File: src/rtl/regbank_arbiter.sv
// regbank_arbiter: round-robin arbiter with bounded lock in front of the
// 8 x 16-bit 2R/1W register bank. Ports A (core) and B (debug/DMA).
// Optional feature macro: RB_ARB_FWD_EN (same-transaction read-during-write
// forwarding of the new write data into the response).
module regbank_arbiter #(
    parameter int unsigned LOCK_MAX  = 4,
    parameter bit          START_PRI = 1'b0
) (
    input  logic        clk,
    input  logic        rst,
    input  logic        a_req_valid,
    output logic        a_req_ready,
    input  logic        a_req_we,
    input  logic        a_req_lock,
    input  logic [2:0]  a_req_raddr1,
    input  logic [2:0]  a_req_raddr2,
    input  logic [2:0]  a_req_waddr,
    input  logic [15:0] a_req_wdata,
    output logic        a_rsp_valid,
    input  logic        b_req_valid,
    output logic        b_req_ready,
    input  logic        b_req_we,
    input  logic        b_req_lock,
    input  logic [2:0]  b_req_raddr1,
    input  logic [2:0]  b_req_raddr2,
    input  logic [2:0]  b_req_waddr,
    input  logic [15:0] b_req_wdata,
    output logic        b_rsp_valid,
    output logic [15:0] rsp_rdata1,
    output logic [15:0] rsp_rdata2,
    output logic [2:0]  bank_raddr1,
    output logic [2:0]  bank_raddr2,
    output logic [2:0]  bank_waddr,
    output logic        bank_wen,
    output logic [15:0] bank_wdata,
    input  logic [15:0] bank_rdata1,
    input  logic [15:0] bank_rdata2,
    output logic        lock_active
);

    localparam int unsigned AW = 3;
    localparam int unsigned DW = 16;
    localparam int unsigned CW = 4;

    localparam logic [0:0] PORT_A = 1'b0;
    localparam logic [0:0] PORT_B = 1'b1;

    logic          r_lock;
    logic [0:0]    r_owner;
    logic [CW-1:0] r_lock_cnt;
    logic [0:0]    r_pri;
    logic          r_rsp_a;
    logic          r_rsp_b;

    logic          w_lock_hold;
    logic          w_gnt_a;
    logic          w_gnt_b;
    logic          w_gnt;
    logic          w_we;
    logic          w_lock_req;
    logic [AW-1:0] w_raddr1;
    logic [AW-1:0] w_raddr2;
    logic [AW-1:0] w_waddr;
    logic [DW-1:0] w_wdata;
    logic [CW-1:0] w_cnt_inc;
    logic          w_cnt_max;
    logic          w_lock_nxt;
    logic [0:0]    w_owner_nxt;
    logic [CW-1:0] w_cnt_nxt;
    logic [0:0]    w_pri_nxt;

    // Grant selection: live lock first, then round-robin among valid ports
    always_comb begin
        w_lock_hold = r_lock && ((r_owner == PORT_B) ? b_req_valid : a_req_valid);
        w_gnt_a     = 1'b0;
        w_gnt_b     = 1'b0;
        if (!rst) begin
            if (w_lock_hold) begin
                w_gnt_a = (r_owner == PORT_A);
                w_gnt_b = (r_owner == PORT_B);
            end else if (a_req_valid && b_req_valid) begin
                w_gnt_a = (r_pri == PORT_A);
                w_gnt_b = (r_pri == PORT_B);
            end else begin
                w_gnt_a = a_req_valid;
                w_gnt_b = b_req_valid;
            end
        end
    end

    assign w_gnt       = w_gnt_a | w_gnt_b;
    assign a_req_ready = w_gnt_a;
    assign b_req_ready = w_gnt_b;
    assign lock_active = w_lock_hold;

    // Bank-side mux of the granted request; all zero when nothing is granted
    always_comb begin
        w_we       = 1'b0;
        w_lock_req = 1'b0;
        w_raddr1   = '0;
        w_raddr2   = '0;
        w_waddr    = '0;
        w_wdata    = '0;
        if (w_gnt_a) begin
            w_we       = a_req_we;
            w_lock_req = a_req_lock;
            w_raddr1   = a_req_raddr1;
            w_raddr2   = a_req_raddr2;
            w_waddr    = a_req_waddr;
            w_wdata    = a_req_wdata;
        end else if (w_gnt_b) begin
            w_we       = b_req_we;
            w_lock_req = b_req_lock;
            w_raddr1   = b_req_raddr1;
            w_raddr2   = b_req_raddr2;
            w_waddr    = b_req_waddr;
            w_wdata    = b_req_wdata;
        end
    end

    assign bank_wen    = w_we;
    assign bank_raddr1 = w_raddr1;
    assign bank_raddr2 = w_raddr2;
    assign bank_waddr  = w_waddr;
    assign bank_wdata  = w_wdata;

    // A stale lock (owner not requesting) counts from zero for a new grant
    assign w_cnt_inc = (w_lock_hold ? r_lock_cnt : CW'(0)) + CW'(1);
    assign w_cnt_max = (w_cnt_inc >= CW'(LOCK_MAX));

    // Lock / priority next state
    always_comb begin
        w_lock_nxt  = r_lock;
        w_owner_nxt = r_owner;
        w_cnt_nxt   = r_lock_cnt;
        w_pri_nxt   = r_pri;
        if (w_gnt) begin
            if (w_lock_req && !w_cnt_max) begin
                w_lock_nxt  = 1'b1;
                w_owner_nxt = w_gnt_b ? PORT_B : PORT_A;
                w_cnt_nxt   = w_cnt_inc;
            end else begin
                // unlocked grant or forced release: priority to the other port
                w_lock_nxt = 1'b0;
                w_cnt_nxt  = '0;
                w_pri_nxt  = w_gnt_b ? PORT_A : PORT_B;
            end
        end else if (r_lock && !w_lock_hold) begin
            w_lock_nxt = 1'b0;
            w_cnt_nxt  = '0;
        end
    end

    // Arbitration state registers
    always_ff @(posedge clk or posedge rst) begin
        if (rst) begin
            r_lock     <= 1'b0;
            r_owner    <= PORT_A;
            r_lock_cnt <= '0;
            r_pri      <= START_PRI;
        end else begin
            r_lock     <= w_lock_nxt;
            r_owner    <= w_owner_nxt;
            r_lock_cnt <= w_cnt_nxt;
            r_pri      <= w_pri_nxt;
        end
    end

    // Response valid follows the grant by one cycle
    always_ff @(posedge clk or posedge rst) begin
        if (rst) begin
            r_rsp_a <= 1'b0;
            r_rsp_b <= 1'b0;
        end else begin
            r_rsp_a <= w_gnt_a;
            r_rsp_b <= w_gnt_b;
        end
    end

    assign a_rsp_valid = r_rsp_a;
    assign b_rsp_valid = r_rsp_b;

`ifdef RB_ARB_FWD_EN
    logic          r_fwd_we;
    logic [DW-1:0] r_fwd_wdata;
    logic          r_fwd_m1;
    logic          r_fwd_m2;

    // Capture the write of the granted transaction for read-during-write bypass
    always_ff @(posedge clk or posedge rst) begin
        if (rst) begin
            r_fwd_we    <= 1'b0;
            r_fwd_wdata <= '0;
            r_fwd_m1    <= 1'b0;
            r_fwd_m2    <= 1'b0;
        end else begin
            r_fwd_we    <= w_we;
            r_fwd_wdata <= w_wdata;
            r_fwd_m1    <= (w_raddr1 == w_waddr);
            r_fwd_m2    <= (w_raddr2 == w_waddr);
        end
    end

    assign rsp_rdata1 = (r_fwd_we && r_fwd_m1) ? r_fwd_wdata : bank_rdata1;
    assign rsp_rdata2 = (r_fwd_we && r_fwd_m2) ? r_fwd_wdata : bank_rdata2;
`else
    // Bank returns pre-write data on a same-transaction address match
    assign rsp_rdata1 = bank_rdata1;
    assign rsp_rdata2 = bank_rdata2;
`endif

endmodule
File: config.mk
export PLATFORM = sky130hd
export DESIGN_NAME = regbank_arbiter
export DESIGN_NICKNAME = d
export VERILOG_FILES = /design/src/rtl/regbank_arbiter.sv
export SDC_FILE = /design/constraint.sdc
export NUM_CORES = 1
export LEC_CHECK = 0
export ABC_AREA = 1
export CORE_ASPECT_RATIO = 0.7
export CORE_MARGIN = 8
export CORE_UTILIZATION = 25
export DETAILED_ROUTE_END_ITERATION = 8
export PLACE_DENSITY = 0.86
export SLEW_MARGIN = 20
export SYNTH_ARGS = -nofsm -noshare
export SYNTH_HDL_FRONTEND = slang
export SYNTH_SLANG_ARGS = --single-unit
File: constraint.sdc
create_clock -name clk -period 3.85 [get_ports clk]
set_clock_uncertainty 0.05 [all_clocks]
set_input_delay 0.385 -clock clk [delete_from_list [all_inputs] [get_ports clk]]
set_output_delay 0.385 -clock clk [all_outputs]
set_load 0.02 [all_outputs]
# Word-level counts from Yosys, hierarchy flattened
# Cells that the tools add are included.
totals:
  regBits: 9
  input_bits: 90
  out_inout_bits: 63
  elab_cells: 49
op_classes:
  n_addsub: 1
  n_lt_le_gt_ge: 1
  n_mux: 28
  bitwise: 4
  reduce_logical: 9
ops:
  columns: ["op", "count"]
  rows:
  - ["two-way mux 16 bit", 2]
  - ["two-way mux 3 bit", 6]
  - ["two-way mux 1 bit", 16]
  - ["two-way mux 4 bit", 4]
  - ["adder 4 x 1 -> 4 bit (second input constant)", 1]
  - [">= comparator 4 x 3 -> 1 bit (second input constant)", 1]
  - ["logical AND 1 bit", 4]
  - ["AND reduction 2 bit", 2]
  - ["NOT 1 bit", 3]
  - ["zero test 1 bit", 2]
  - ["nonzero test 2 bit", 1]
  - ["bitwise OR 1 bit", 1]

# Logic depth before layout (Yosys ltp)
logic_depth:
  ltp_word: 9
  mapped_depth: 15
  ltp_nobuf: 15

# Worst setup path before layout
# OpenSTA, ideal clock, no wires.
synth_timing:
  path_kind: "input to output"
  from: "input port rst"
  to: "output port bank_wdata[10]"
  arrival_time_ps: 1458
  t_required_ps: 3415
  slack_ps: 1957
  path_stages: 8
  n_path_buf: 2
  path_cell_list: "inv_1 > nand2_1 > inv_2 > nand2_2 > inv_2 > buf_6 > buf_6 > a22o_1"
synth_between:
  elab_chain_len: 3
  elab_cells_between_ends: 4
  cone_classes: "mux: 4"
synth_rtl:
  columns: ["item", "line_no", "text"]
  rows:
  - ["from (decl)", "10", "input logic rst,"]
  - ["two-way mux 1 bit", "77", "if (!rst) begin"]
  - ["via b_req_ready", "21", "output logic b_req_ready,"]
  - ["two-way mux 16 bit", "111", "end else if (w_gnt_b) begin"]
  - ["two-way mux 16 bit", "104", "if (w_gnt_a) begin"]
  - ["to (decl)", "35", "output logic [15:0] bank_wdata,"]
# The timed path passes the listed nets, and every way through them passes these cells.

# Worst setup path in the final report
layout_timing:
  from: "input port a_req_valid"
  to: "output port bank_wdata[5]"
layout_between:
  elab_chain_len: 6
  elab_cells_between_ends: 11
  cone_classes: "mux: 9; reduce/logical: 2"
layout_rtl:
  columns: ["item", "line_no", "text"]
  rows:
  - ["from (decl)", "11", "input logic a_req_valid,"]
  - ["logical AND 1 bit / two-way mux 1 bit (equally long branches)", "81, 74", null]
  - ["two-way mux 1 bit / logical AND 1 bit (equally long branches)", "81, 74", null]
  - ["two-way mux 1 bit", "78", "if (w_lock_hold) begin"]
  - ["two-way mux 1 bit", "77", null]
  - ["two-way mux 16 bit", "111", null]
  - ["two-way mux 16 bit (*)", "104", null]
# Mark *: on every way between the ends. The rest lies on a longest branch, timed or not.

==> impl_metrics.py <==
metrics = {
    "power": {
        "p_clk_frac": 0.135,
        "power_frac_comb": 0.676,
        "ir_drop_v": 0.000165,
        "total_leakage_power_nw": 0.757,
        "internal_power_mw": 0.450,
        "switchingPower_mw": 0.334,
        "swShare": 0.426,
        "power_frac_seq": 0.189,
        "power_density_nw_per_um2": 450,
    },
    "sta": {
        "max_slew_margin": 0.684,
        "tns_ns": 0,
        "finalCriticalPeriod_ns": 2.98,
        "setup_viol": 0,
        "rsz0062_at_grt": "false",
        "fmax_mhz": 336,
        "slew_viol_final": 0,
        "final_hold_viol_count": 0,
        "post-route-period-util": 0.774,
        "worst_pin_slew_ns": 0.473,
        "hold_slack_ns": 0.391,
    },
    "die": {
        "die_w_um": 93.0,
        "dieArea_um2": 6510,
        "num_rows": 19,
        "start_util": 0.263,
        "core-area_um2": 3950,
        "ios": 153,
        "die_h_um": 69.9,
    },
    "routing": {
        "drtAntennaViolNets": 0,
        "first_iter_violations": 11,
        "wire_per_inst_um": 15.9,
        "vias": 1085,
        "via_per_inst": 4.48,
        "wirelength_um": 3840,
        "firstDrtPassIters": 2,
        "drc": 0,
    },
    "grt": {
        "grt_overflow_total": 0,
        "grt_max_degree": 31,
        "grt_pass1_vias": 1185,
        "grt_pass1_wl_um": 5820,
        "track_usage": 0.111,
        "antenna_found_initial": 0,
    },
    "clock_tree": {
        "numCtsBuffers": 3,
        "cts_hold_buf": 0,
        "cts_max_level": 1,
        "clk_latency_ns": 0.23,
        "clockBufferDepth": 2,
        "clk_pin_slew_ns": 0.04,
        "cts_setup_buffers": 0,
        "ctsResizeCount": 0,
        "cts_tree": "built",
        "clock_sinks": 9,
        "clockRootBuffer": "clkbuf_8",
    },
    "setup_path": {
        "crit_fanout": 30,
        "r2r_cells": 13,
        "worst-endpoint-arrival_ns": 2.54,
        "r2r_slack_ns": 1.92,
        "path_class": "in -> out",
        "critPathCaptureType": "output pin",
        "critPathRequiredTime_ns": 3.41,
        "rr_startpoint": "r_owner$_DFFE_PP0P_",
        "critPathLaunchType": "input pin",
        "reg2reg_to": "r_owner$_DFFE_PP0P_",
    },
    "yosys": {
        "synthTopCellsByCount": "buf_4 (32), a22o_1 (26), nand2_1 (19)",
        "syn_nets": 225,
        "synth-edff-count": 0,
        "async_reset_ff_frac": 1.00,
        "synth.most_common_cell": "buf_4",
        "synth_cells": 134,
        "synth_top_area_share": 0.231,
        "synth_area_leaders": "buf_4 (23%), a22o_1 (22%), dfrtp_1 (22%)",
        "yosysSeqAreaShare": 0.217,
        "yosys_register_bits": 9,
        "synth_cell_types": 19,
        "yosys.area.top_type": "buf_4",
        "yosysWarnings": 0,
        "postSynthAreaPerCell_um2": 7.75,
        "synth_area_um2": 1040,
        "synth-main-ff-cell": "dfrtp_1",
    },
    "final_layout": {
        "area_growth_pct": 67.6,
        "drive_gt1_frac": 0.0632,
        "finalNetCount": 282,
        "fill_cells": 416,
        "fin_area_um2": 1740,
        "antenna_cells": 0,
        "finalCoreUtilization": 0.441,
    },
    "outcome": {
        "outcome": "finished, final reports clean",
    },
    "placement": {
        "place.gp.congestion": 0.738,
        "place_hpwl_um": 3270,
        "portBuffers": 88,
        "dpl_cell_area_um2": 1700,
    },
    "hold_path": {
        "worstHoldPathType": "in -> async",
    },
    "run": {
        "cap_violations": 0,
    },
}
## per-layer routing
| layer | wire (um) | global-route usage |
|---|---|---|
| met1 | 1480 | 0.110 |
| met3 | 491 | 0.0694 |
| met5 | 0 | 0 |
| met4 | 38 | 0.0480 |
| met2 | 1830 | 0.181 |
## cell families after synthesis
group | synth area share
buffers and inverters | 0.346
and+or+nand+nor | 0.167
AOI/OAI and AO/OA | 0.258
DFF | 0.217
adders and majority gates | 0.0120
## worst max path at each step
stage / slack, ns / to / from / cells past startpoint
after floorplan: 1.96 / bank_wdata[10] / rst / 8
after global placement: 0.88 / bank_wdata[13] / a_req_valid / 9
after detailed placement: 0.85 / bank_waddr[1] / a_req_valid / 9
after CTS: 0.85 / bank_wdata[6] / a_req_valid / 9
after global routing: 0.71 / bank_wdata[13] / a_req_valid / 9
final: 0.87 / bank_wdata[5] / a_req_valid / 9
## power groups by stage
stage          combinational (mW)  clock (mW)  sequential, mW
6_report                    0.530       0.106           0.148
5_1_grt                     0.566       0.116           0.150
4_1_cts                     0.538       0.111           0.148
3_5_place_dp                0.535           0           0.148
3_3_place_gp                0.529           0           0.146
2_1_floorplan               0.349           0           0.147
## cells in the final DEF, fill, tap and decap left out
master            n
inv_4             1
a21boi_0          1
nand2_1          19
buf_4             1
o211ai_1          1
nand3b_1          1
nand2_4           1
a22o_1           26
nand3_1           6
clkbuf_8          3
o21ai_0           3
nand4_1           2
inv_2             3
clkbuf_1          1
dfrtp_1           9
ha_1              1
nor2_1            6
o21ai_1           2
nand2_2           3
inv_1            12
clkdlybuf4s50_1  88
## area by class of cell
cell class,count,area (um^2),share of cell area
clock buffer,4,45.0,0.0259
inverter,16,62.6,0.0359
multi-input combinational,72,454,0.261
sequential,9,225,0.129
tap,52,65.1,0.0374
timing repair buffer,89,888,0.510
## stage by stage
step	instances	power, mW	setup WS (ns)
3_5_place_dp	238	0.683	0.854
6_report	242	0.783	0.871
5_1_grt	242	0.832	0.711
2_1_floorplan	134	0.496	1.96
4_1_cts	242	0.796	0.846
3_3_place_gp	238	0.675	0.883
## critical path, cell delays in order
cell,delay (ns)
clkdlybuf4s50_1,0.52
nand2_1,0.08
nand2_2,0.11
nand2_4,0.08
nand2_1,0.08
nand2_2,0.06
inv_2,0.36
a22o_1,0.24
clkdlybuf4s50_1,0.62
## state kept, by name (all words and copies together) (netlist names)
register / count
b_rsp_valid: 1
r_pri: 1
a_rsp_valid: 1
r_lock_cnt: 4
r_lock: 1
r_owner: 1
No activity file was read; power rests on OpenSTA's default activity.
